`src/rtl/msr_pkg.sv`:
```
// msr_pkg: operation encodings shared by the mux-load shift register and its bench.
package msr_pkg;
  typedef enum logic [1:0] {
    MODE_HOLD = 2'b00,
    MODE_SHR  = 2'b01,
    MODE_SHL  = 2'b10,
    MODE_LOAD = 2'b11
  } mode_t;
endpackage

```
`src/rtl/src_mux.sv`:
```
// src_mux: picks one WIDTH-bit channel out of a flattened bus; out-of-range select yields zero.
module src_mux #(
  parameter int WIDTH   = 8,
  parameter int NUM_SRC = 4,
  parameter int SEL_W   = $clog2(NUM_SRC)
) (
  input  logic [SEL_W-1:0]         sel,
  input  logic [NUM_SRC*WIDTH-1:0] din,
  output logic [WIDTH-1:0]         dout
);
  always_comb begin
    dout = '0;
    for (int k = 0; k < NUM_SRC; k++)
      if (sel == SEL_W'(k)) dout = din[k*WIDTH +: WIDTH];
  end
endmodule

```
`src/rtl/mux_load_shift_reg.sv`:
```
// mux_load_shift_reg: WIDTH-bit hold/shift/load register with drain counter.
// Define MUX_LOAD_SHIFT_REG_ROTATE_EN to make shifts rotate instead of taking sr_in/sl_in.
module mux_load_shift_reg
  import msr_pkg::*;
#(
  parameter int WIDTH   = 8,
  parameter int NUM_SRC = 4,
  parameter int SEL_W   = $clog2(NUM_SRC),
  parameter int CNT_W   = $clog2(WIDTH + 1)
) (
  input  logic                     clk,
  input  logic                     clear,
  input  logic [1:0]               mode,
  input  logic [SEL_W-1:0]         sel,
  input  logic [NUM_SRC*WIDTH-1:0] din,
  input  logic                     sr_in,
  input  logic                     sl_in,
  output logic [WIDTH-1:0]         q,
  output logic [CNT_W-1:0]         shift_cnt,
  output logic                     drained
);
  logic [WIDTH-1:0] r_q, w_load, w_q_nxt;
  logic [CNT_W-1:0] r_cnt, w_cnt_nxt, w_cnt_inc;
  logic             r_drained, w_shr_in, w_shl_in;

  src_mux #(.WIDTH(WIDTH), .NUM_SRC(NUM_SRC), .SEL_W(SEL_W)) u_src_mux (
    .sel (sel),
    .din (din),
    .dout(w_load)
  );

`ifdef MUX_LOAD_SHIFT_REG_ROTATE_EN
  assign w_shr_in = r_q[0];
  assign w_shl_in = r_q[WIDTH-1];
`else
  assign w_shr_in = sr_in;
  assign w_shl_in = sl_in;
`endif

  // counter counts operations, not displacement, and saturates at WIDTH
  assign w_cnt_inc = (r_cnt == CNT_W'(WIDTH)) ? r_cnt : r_cnt + CNT_W'(1);

  always_comb begin
    w_q_nxt   = r_q;
    w_cnt_nxt = r_cnt;
    case (mode_t'(mode))
      MODE_SHR: begin
        w_q_nxt   = {w_shr_in, r_q[WIDTH-1:1]};
        w_cnt_nxt = w_cnt_inc;
      end
      MODE_SHL: begin
        w_q_nxt   = {r_q[WIDTH-2:0], w_shl_in};
        w_cnt_nxt = w_cnt_inc;
      end
      MODE_LOAD: begin
        w_q_nxt   = w_load;
        w_cnt_nxt = '0;
      end
      default: ;
    endcase
  end

  always_ff @(posedge clk or negedge clear) begin
    if (!clear) begin
      r_q       <= '0;
      r_cnt     <= '0;
      r_drained <= 1'b0;
    end else begin
      r_q       <= w_q_nxt;
      r_cnt     <= w_cnt_nxt;
      r_drained <= (w_cnt_nxt == CNT_W'(WIDTH));
    end
  end

  assign q         = r_q;
  assign shift_cnt = r_cnt;
  assign drained   = r_drained;
endmodule
```
`config.mk`:
```
export PLATFORM = sky130hd
export DESIGN_NAME = mux_load_shift_reg
export DESIGN_NICKNAME = d
export VERILOG_FILES = /design/src/rtl/msr_pkg.sv /design/src/rtl/src_mux.sv /design/src/rtl/mux_load_shift_reg.sv
export SDC_FILE = /design/constraint.sdc
export NUM_CORES = 1
export LEC_CHECK = 0
export ABC_AREA = 1
export CAP_MARGIN = 10
export CORE_MARGIN = 2
export CORE_UTILIZATION = 30
export DETAILED_ROUTE_END_ITERATION = 8
export GPL_ROUTABILITY_DRIVEN = 1
export PLACE_DENSITY_LB_ADDON = 0.2
export SLEW_MARGIN = 5
export SYNTH_ARGS = -nofsm -noshare
export SYNTH_HDL_FRONTEND = slang
export SYNTH_SLANG_ARGS = --single-unit
```
`constraint.sdc`:
```
create_clock -name clk -period 2.2 [get_ports clk]
set_input_delay 0.33 -clock clk [delete_from_list [all_inputs] [get_ports clk]]
set_output_delay 0.33 -clock clk [all_outputs]
set_load 0.005 [all_outputs]
```
Word-level counts from Yosys, hierarchy flattened
Cells that the tools add are included.

operators by class
  add/sub/neg operators = 1
  mux-type cells = 7
  equality and inequality tests = 8
  reduce and logical (&&, ||, !) cells = 3

operators by type and width
  operator                                              number
  two-way mux 8 bit                                     4
  case mux 8 bit (3 select lines)                       1
  equality test 2 bit (second input constant)           4
  equality test 4 bit (second input constant)           2
  case mux 4 bit (2 select lines)                       1
  adder 4 x 1 -> 4 bit (second input constant)          1
  equality test 2 x 1 -> 1 bit (second input constant)  2
  two-way mux 4 bit                                     1
  nonzero test 3 bit                                    1
  logical NOT 2 bit                                     1
  OR reduction 2 bit                                    1

word-level totals
  register bits = 13

Longest topological paths before layout
Gate-level depths: netlist of run 1.

  depth after elaboration = 6
  gate-level depth with buffers = 9
  mapped depth without buffers = 9

Modules after synthesis
Synthesis of run 1 repeated with hierarchy kept, for this count alone.

second synthesis, totals
  cell total of the unflattened synthesis = 148
  area, all modules = 1052.3 sq um

by module, submodules not included
  module              area an instance (sq um)  cells each  instances
  mux_load_shift_reg  788.3                     101         1
  src_mux             264.0                     47          1

Least setup slack after synthesis of run 1
OpenSTA, ideal clock, no wires.

  kind = input to register
  start point = input mode[0]
  end point = register r_q[5] (netlist: q[5])
  arrival = 1.112 ns
  path slack = 0.965 ns
  setup time = 0.122 ns
  stages on the path = 7
  required time = 2.078 ns
  cells stage by stage = inv_1 ha_1 inv_1 buf_2 nand2_1 a21oi_1 a21oi_1

on the way
  word-level cells in the longest chain between the ends = 2
  elaborated cells between the ends (all ways) = 5

ends and longest elaborated chain
  element                                                                line                      text
  start, declared                                                        mux_load_shift_reg.sv:13  input logic [1:0] mode,
  equality test 2 bit or equality test 2 x 1 -> 1 bit (tied branches)    mux_load_shift_reg.sv:46  case (mode_t'(mode))
  case mux 8 bit (3 select lines) or nonzero test 3 bit (tied branches)  --
  end signal, assigned                                                   mux_load_shift_reg.sv:69  r_q <= w_q_nxt;
  end, declared                                                          mux_load_shift_reg.sv:22  logic [WIDTH-1:0] r_q, w_load, w_q_nxt;

Parallel ways exist; a longest one is shown, timed or not.
A chain may end at the register's enable or synchronous reset.

Worst setup path after layout of run 1
  start point = input mode[0]
  end point = register r_q[2] (netlist: q[2])

The elaborated chain is that of the path after synthesis.

==> impl_metrics.yaml, run 1 <==
setup_path:
  cp-end-kind: "register"
  crit_path_start: "mode[0]"
  worstSetupPathType: "input port to register"
  critPathLaunchType: "input port"
  crit_path_cell_trace: "clkdlybuf4s50_1 -> inv_1 -> ha_1 -> nor2_2 -> a21oi_1 -> a21oi_2"
  slowest_stage: "clkdlybuf4s50_1"
  critPathArrivalTime_ns: 1.79
  r2r-start: "shift_cnt[0]"
  slowest_delay_ns: 0.48
  critPathRequiredTime_ns: 2.41
  critPathMaxFanout: 9
synthesis:
  yosysTopAreaCell: "dfrtp_1"
  synth_top_area_frac: 0.2999
  syn-mean-instance-area_um2: 6.129
  synth_cell_types: 18
  yosysSeqAreaShare: 0.2999
  synthTopCellsByArea: "dfrtp_1 (30%), nand2_1 (20%), nor2_1 (10%), ha_1 (6.9%), inv_1 (6.6%)"
  syn_inst: 177
  synth_fp_nets: 223
  syn_area_um2: 1085
  ys_ff_latch: 13
  yosysWarnings: 0
global_routing:
  gr-total-overflow: 0
  grt_util_all_layers: 0.1393
  antenna_found_initial: 0
  first_global_vias: 1125
  grt_pass1_wl_um: 4664
  grt_max_degree: 17
cts:
  clk_pin_slew_worst_paths_ns: 0.08
  cts_made_buffers: 3
  postCtsResizedCells: 0
  clock-sinks: 13
  h-tree-depth: 1
  clkLatencyLatePin_ns: 0.27
  cts_hold_buf: 0
  cts_root_buf: "clkbuf_4"
  cts_setup_buffers: 0
  clock_path_buffers: 2
  cts_tree: "yes"
route:
  viasPerCell: 4.358
  firstDrtPassIters: 4
  drtAntennaViolNets: 0
  vias: 1194
  drt_wl_total_um: 2668
  drc: 0
  drt_iter0_drc: 41
  wl_per_cell_um: 9.737
floorplan:
  ios: 53
  core_um2: 3416
  start_util: 0.3176
  die_y_um: 64.13
  dieWidth_um: 64.13
  row_count: 21
  die_area_um2: 4113
sta:
  finalSetupViolCount: 0
  slew_headroom: 0.6131
  period_share: 0.7182
  min_period_ns: 1.580
  worstMarginPinSlew_ns: 0.5785
  hold_violations: 0
  fmax_ghz: 0.6329
  rsz0062_at_grt: "false"
  fin_worst_skew_ns: 0.004331
  drv_slew: 0
  finalSetupTns_ns: 0
final_layout:
  antenna_cells: 0
  final_common_cell: "nand2_1"
  final_area_um2: 1653
  fillCellCount: 356
  layout.nets: 275
  syn_to_final_growth_pct: 52.36
  drive_gt1_frac: 0.04825
  utilization: 0.4839
  layout_common_cells: "nand2_1 (59), clkdlybuf4s50_1 (52), nor2_1 (30), inv_1 (19)"
worst_hold_path:
  min_path_type: "input port to async pin"
placement:
  dpl-instance-area_um2: 1627
  port_buffers: 52
  hpwl_um: 2252
  place_congestion: 0.7947
job:
  drv_cap: 0
outcome:
  status: "complete, no violations"
power_and_ir_drop:
  peakVddDrop_mv: 0.3381
  finalPower_mw: 0.8099
  power_leakage_nw: 0.8088
  power_density_nw_per_um2: 490.0
[final timing paths]
check                          end  slack (ns)  depth (start not counted)
min in group clk              q[0]        0.58                          2
max                           q[2]        0.62                          6
min                           q[2]        0.42                          1
max in group asynchronous     q[1]        1.40                          1
min reg2reg                   q[0]        0.58                          2
max reg2reg                drained        0.94                          8
[sequential cells by signal, indices dropped and copies added, names as in the netlist]
| signal | flops |
|---|---|
| q | 8 |
| shift_cnt | 4 |
| drained | 1 |
[cells in the mapped netlist]
master and instances:
inv_2 2, o21ai_0 7, or2_0 2, nand3_1 13
nand2_1 59, dfrtp_1 13, nor2_1 30, nand2_2 1
buf_6 1, or2_1 1, buf_2 2, a21oi_2 3
ha_1 6, a21oi_1 13, nor2_2 2, inv_1 19
nand4_1 1, buf_4 2
[metal layers]
metal / track usage / vias up / part of all wire
met1: 0.1714 / 516 / 0.45
met2: 0.2487 / 28 / 0.50
li1: - / 650 / -
met4: 0.01596 / 0 / 0
met3: 0.03873 / 0 / 0.048
met5: 0 / - / 0
[layout make-up]
cell class / count / area (um2) / share of cell area
timing repair buffer: 52 / 520.5 / 0.3149
inverter: 21 / 78.83 / 0.04769
clock buffer: 4 / 26.28 / 0.01590
sequential: 13 / 325.3 / 0.1968
multi-input combinational: 138 / 644.4 / 0.3899
tap: 46 / 57.56 / 0.03482
[per-stage QoR]
step	worst slack, ns	instances	hold slack (ns)
5_1_grt	0.4162	274	0.4582
4_1_cts	0.6107	274	0.4351
2_1_floorplan	0.9655	177	0.03441
6_report	0.6199	274	0.4246
3_5_place_dp	0.3121	270	0.5662
3_3_place_gp	0.3288	270	0.5647
[cells by family after synthesis]
family | after synthesis | synth area share
flops | 13 | 0.2999
buf+inv | 26 | 0.1061
fa+ha+maj | 6 | 0.06920
simple gates | 109 | 0.4083
compound gates | 23 | 0.1165
[critical path, delay by kind of cell]
family                   cells  cell delay (ns)
AND/OR/NAND/NOR              1             0.31
buffers and inverters        2             0.55
adder cells (fa/ha/maj)      1             0.31
AO/OA/AOI/OAI                2             0.29
[report_power, final]
part	switching [mW]	total, mW	internal (mW)
registers	0.0485	0.329	0.281
clock network	0.0729	0.143	0.0702
logic	0.140	0.338	0.198
total	0.262	0.810	0.548
Note: power is estimated with default switching activity, not from simulation.
==> inputs of run 2 (changes only) <==
Clock period 2.2 ns to 1.3 ns, I/O delays scaled along.
==> run 2 against run 1 <==
Combinational power increased by 110%. Worst setup slack got worse by 0.52 ns. Critical path type unchanged. Highest routed layer unchanged. Count of clock-buffer cells in the layout stayed put. Die area stayed put. Wire length rose by 10%. Sequential power grew 63%. Clock power increased by 78%. Worst hold slack worse by 0.20 ns. Core utilization is 6.8 points higher. Via count rose by 12%. Critical path depth rose by 2.
==> impl_metrics.yaml, run 2 (synthesis results as in run 1) <==
sta:
  finalSetupTns_ns: 0
  setup_ws_ns: 0.09706
  slew_headroom: 0.8369
  fin_worst_skew_ns: 0.004392
  finalSetupViolCount: 0
  min_period_ns: 1.203
  fmax_ghz: 0.8313
  rsz0062_at_grt: "false"
  worstMarginPinSlew_ns: 0.2443
  period_share: 0.9253
  drv_slew: 0
  hold_violations: 0
floorplan:
  die_y_um: 64.13
  ios: 53
  core_um2: 3416
  dieWidth_um: 64.13
  die_area_um2: 4113
  start_util: 0.3176
  row_count: 21
global_routing:
  grt_pass1_wl_um: 5181
  first_global_vias: 1243
  grt_max_degree: 14
  antenna_found_initial: 0
  grt_util_all_layers: 0.1546
  gr-total-overflow: 0
placement:
  hpwl_um: 2346
  place_ws_ns: -0.3863
  place_congestion: 0.7993
  port_buffers: 52
  dpl-instance-area_um2: 1752
cts:
  h-tree-depth: 1
  clock_path_buffers: 2
  cts_made_buffers: 3
  clkLatencyLatePin_ns: 0.28
  clock-sinks: 13
  cts_tree: "yes"
  cts_root_buf: "clkbuf_4"
  clk_pin_slew_worst_paths_ns: 0.08
  cts_hold_buf: 0
final_layout:
  layout.nets: 303
  layout_common_cells: "nand2_1 (59), clkdlybuf4s50_1 (36), nor2_1 (29), buf_4 (27), inv_1 (16)"
  fillCellCount: 368
  syn_to_final_growth_pct: 73.82
  antenna_cells: 0
  final_area_um2: 1886
  utilization: 0.5520
  drive_gt1_frac: 0.1914
  largest_reg_flops: 8
  final_common_cell: "nand2_1"
outcome:
  status: "complete, no violations"
setup_path:
  slowest_stage: "clkdlybuf4s50_1"
  crit_top_cell: "nand2_1"
  critPathMaxFanout: 6
  critical_path_buf_inv_count: 2
  worstSetupPathType: "input port to register"
  critPathLaunchType: "input port"
  critPathRequiredTime_ns: 1.47
  slowest_delay_ns: 0.51
  crit_path_cell_trace: "clkdlybuf4s50_1 -> buf_4 -> nor2_1 -> nand2_1 -> nand3_1 -> nand2_1 -> nand2_1 -> a21oi_1"
  critical-path-top-delay-family: "buffers and inverters"
  critPathArrivalTime_ns: 1.37
  cp-end-kind: "register"
power_and_ir_drop:
  peakVddDrop_mv: 0.6079
  power_leakage_nw: 0.9913
  finalPower_mw: 1.486
  power_density_nw_per_um2: 788.2
route:
  vias: 1334
  drtAntennaViolNets: 0
  drt_wl_total_um: 2936
  viasPerCell: 4.417
  firstDrtPassIters: 4
  drc: 0
  drt_iter0_drc: 55
  wl_per_cell_um: 9.722
job:
  drv_cap: 0
worst_hold_path:
  min_path_type: "input port to async pin"
-- run 2: cell count changes in the layout (fill, tap and decap cells not counted), sizes merged --
| cell | previous run | this run |
|---|---|---|
| dlymetal6s2s | 0 | 2 |
| dlygate4sd2 | 0 | 14 |
| clkdlybuf4s50 | 52 | 36 |
| buf | 0 | 28 |
-- run 2: timing repair --
| action | 4_1_cts | 5_1_grt |
|---|---|---|
| pin swaps | 0 | 3 |
| buffers inserted | 14 | 1 |
| gates resized for setup | 16 | 11 |
| setup endpoints to repair | 17 | 13 |
-- run 2: per-stage QoR --
stage | hold WS [ns] | cells
CTS | 0.2253 | 303
global route | 0.2267 | 302
finish | 0.2264 | 302
floorplan | -0.1006 | 177
global placement | 0.5192 | 285
detailed placement | 0.5298 | 285
-- run 2: worst paths after layout --
kind                                     end  slack [ns]         start  cells after the start
worst max-delay path                    q[5]         0.1        sel[0]                      8
worst min-delay path                    q[3]        0.23         clear                      2
worst max register to register       drained        0.11  shift_cnt[1]                      8
worst min register to register          q[7]        0.58          q[7]                      2
max in group asynchronous       shift_cnt[0]        0.89         clear                      2
min in group clk                        q[4]        0.49        sel[1]                      6
-- run 2: power breakdown --
group          internal [mW]  switching, mW
sequential             0.476         0.0588
combinational          0.398          0.299
clock                  0.119          0.136
-- run 2: layout make-up --
type | count | area [um2] | area share
Multi-Input combinational cell | 138 | 665.6 | 0.3530
Inverter | 21 | 78.83 | 0.04180
Timing Repair Buffer | 80 | 730.7 | 0.3875
Tap cell | 46 | 57.56 | 0.03052
Sequential cell | 13 | 326.6 | 0.1732
Clock buffer | 4 | 26.28 | 0.01393
-- run 2: routing by layer --
metal,GRT usage,share of wire
met3,0.03697,0.043
met1,0.1989,0.45
met2,0.2747,0.51
met5,0,0
met4,0.007979,0
-- run 2: worst register-to-register path, stage by stage (launching register included) --
cell,delay (ns)
dfrtp_1,0.43
inv_2,0.08
ha_2,0.17
nand3_2,0.09
nand2_1,0.07
nand2_1,0.06
nand3_2,0.07
nand2_1,0.05
nor2_1,0.09
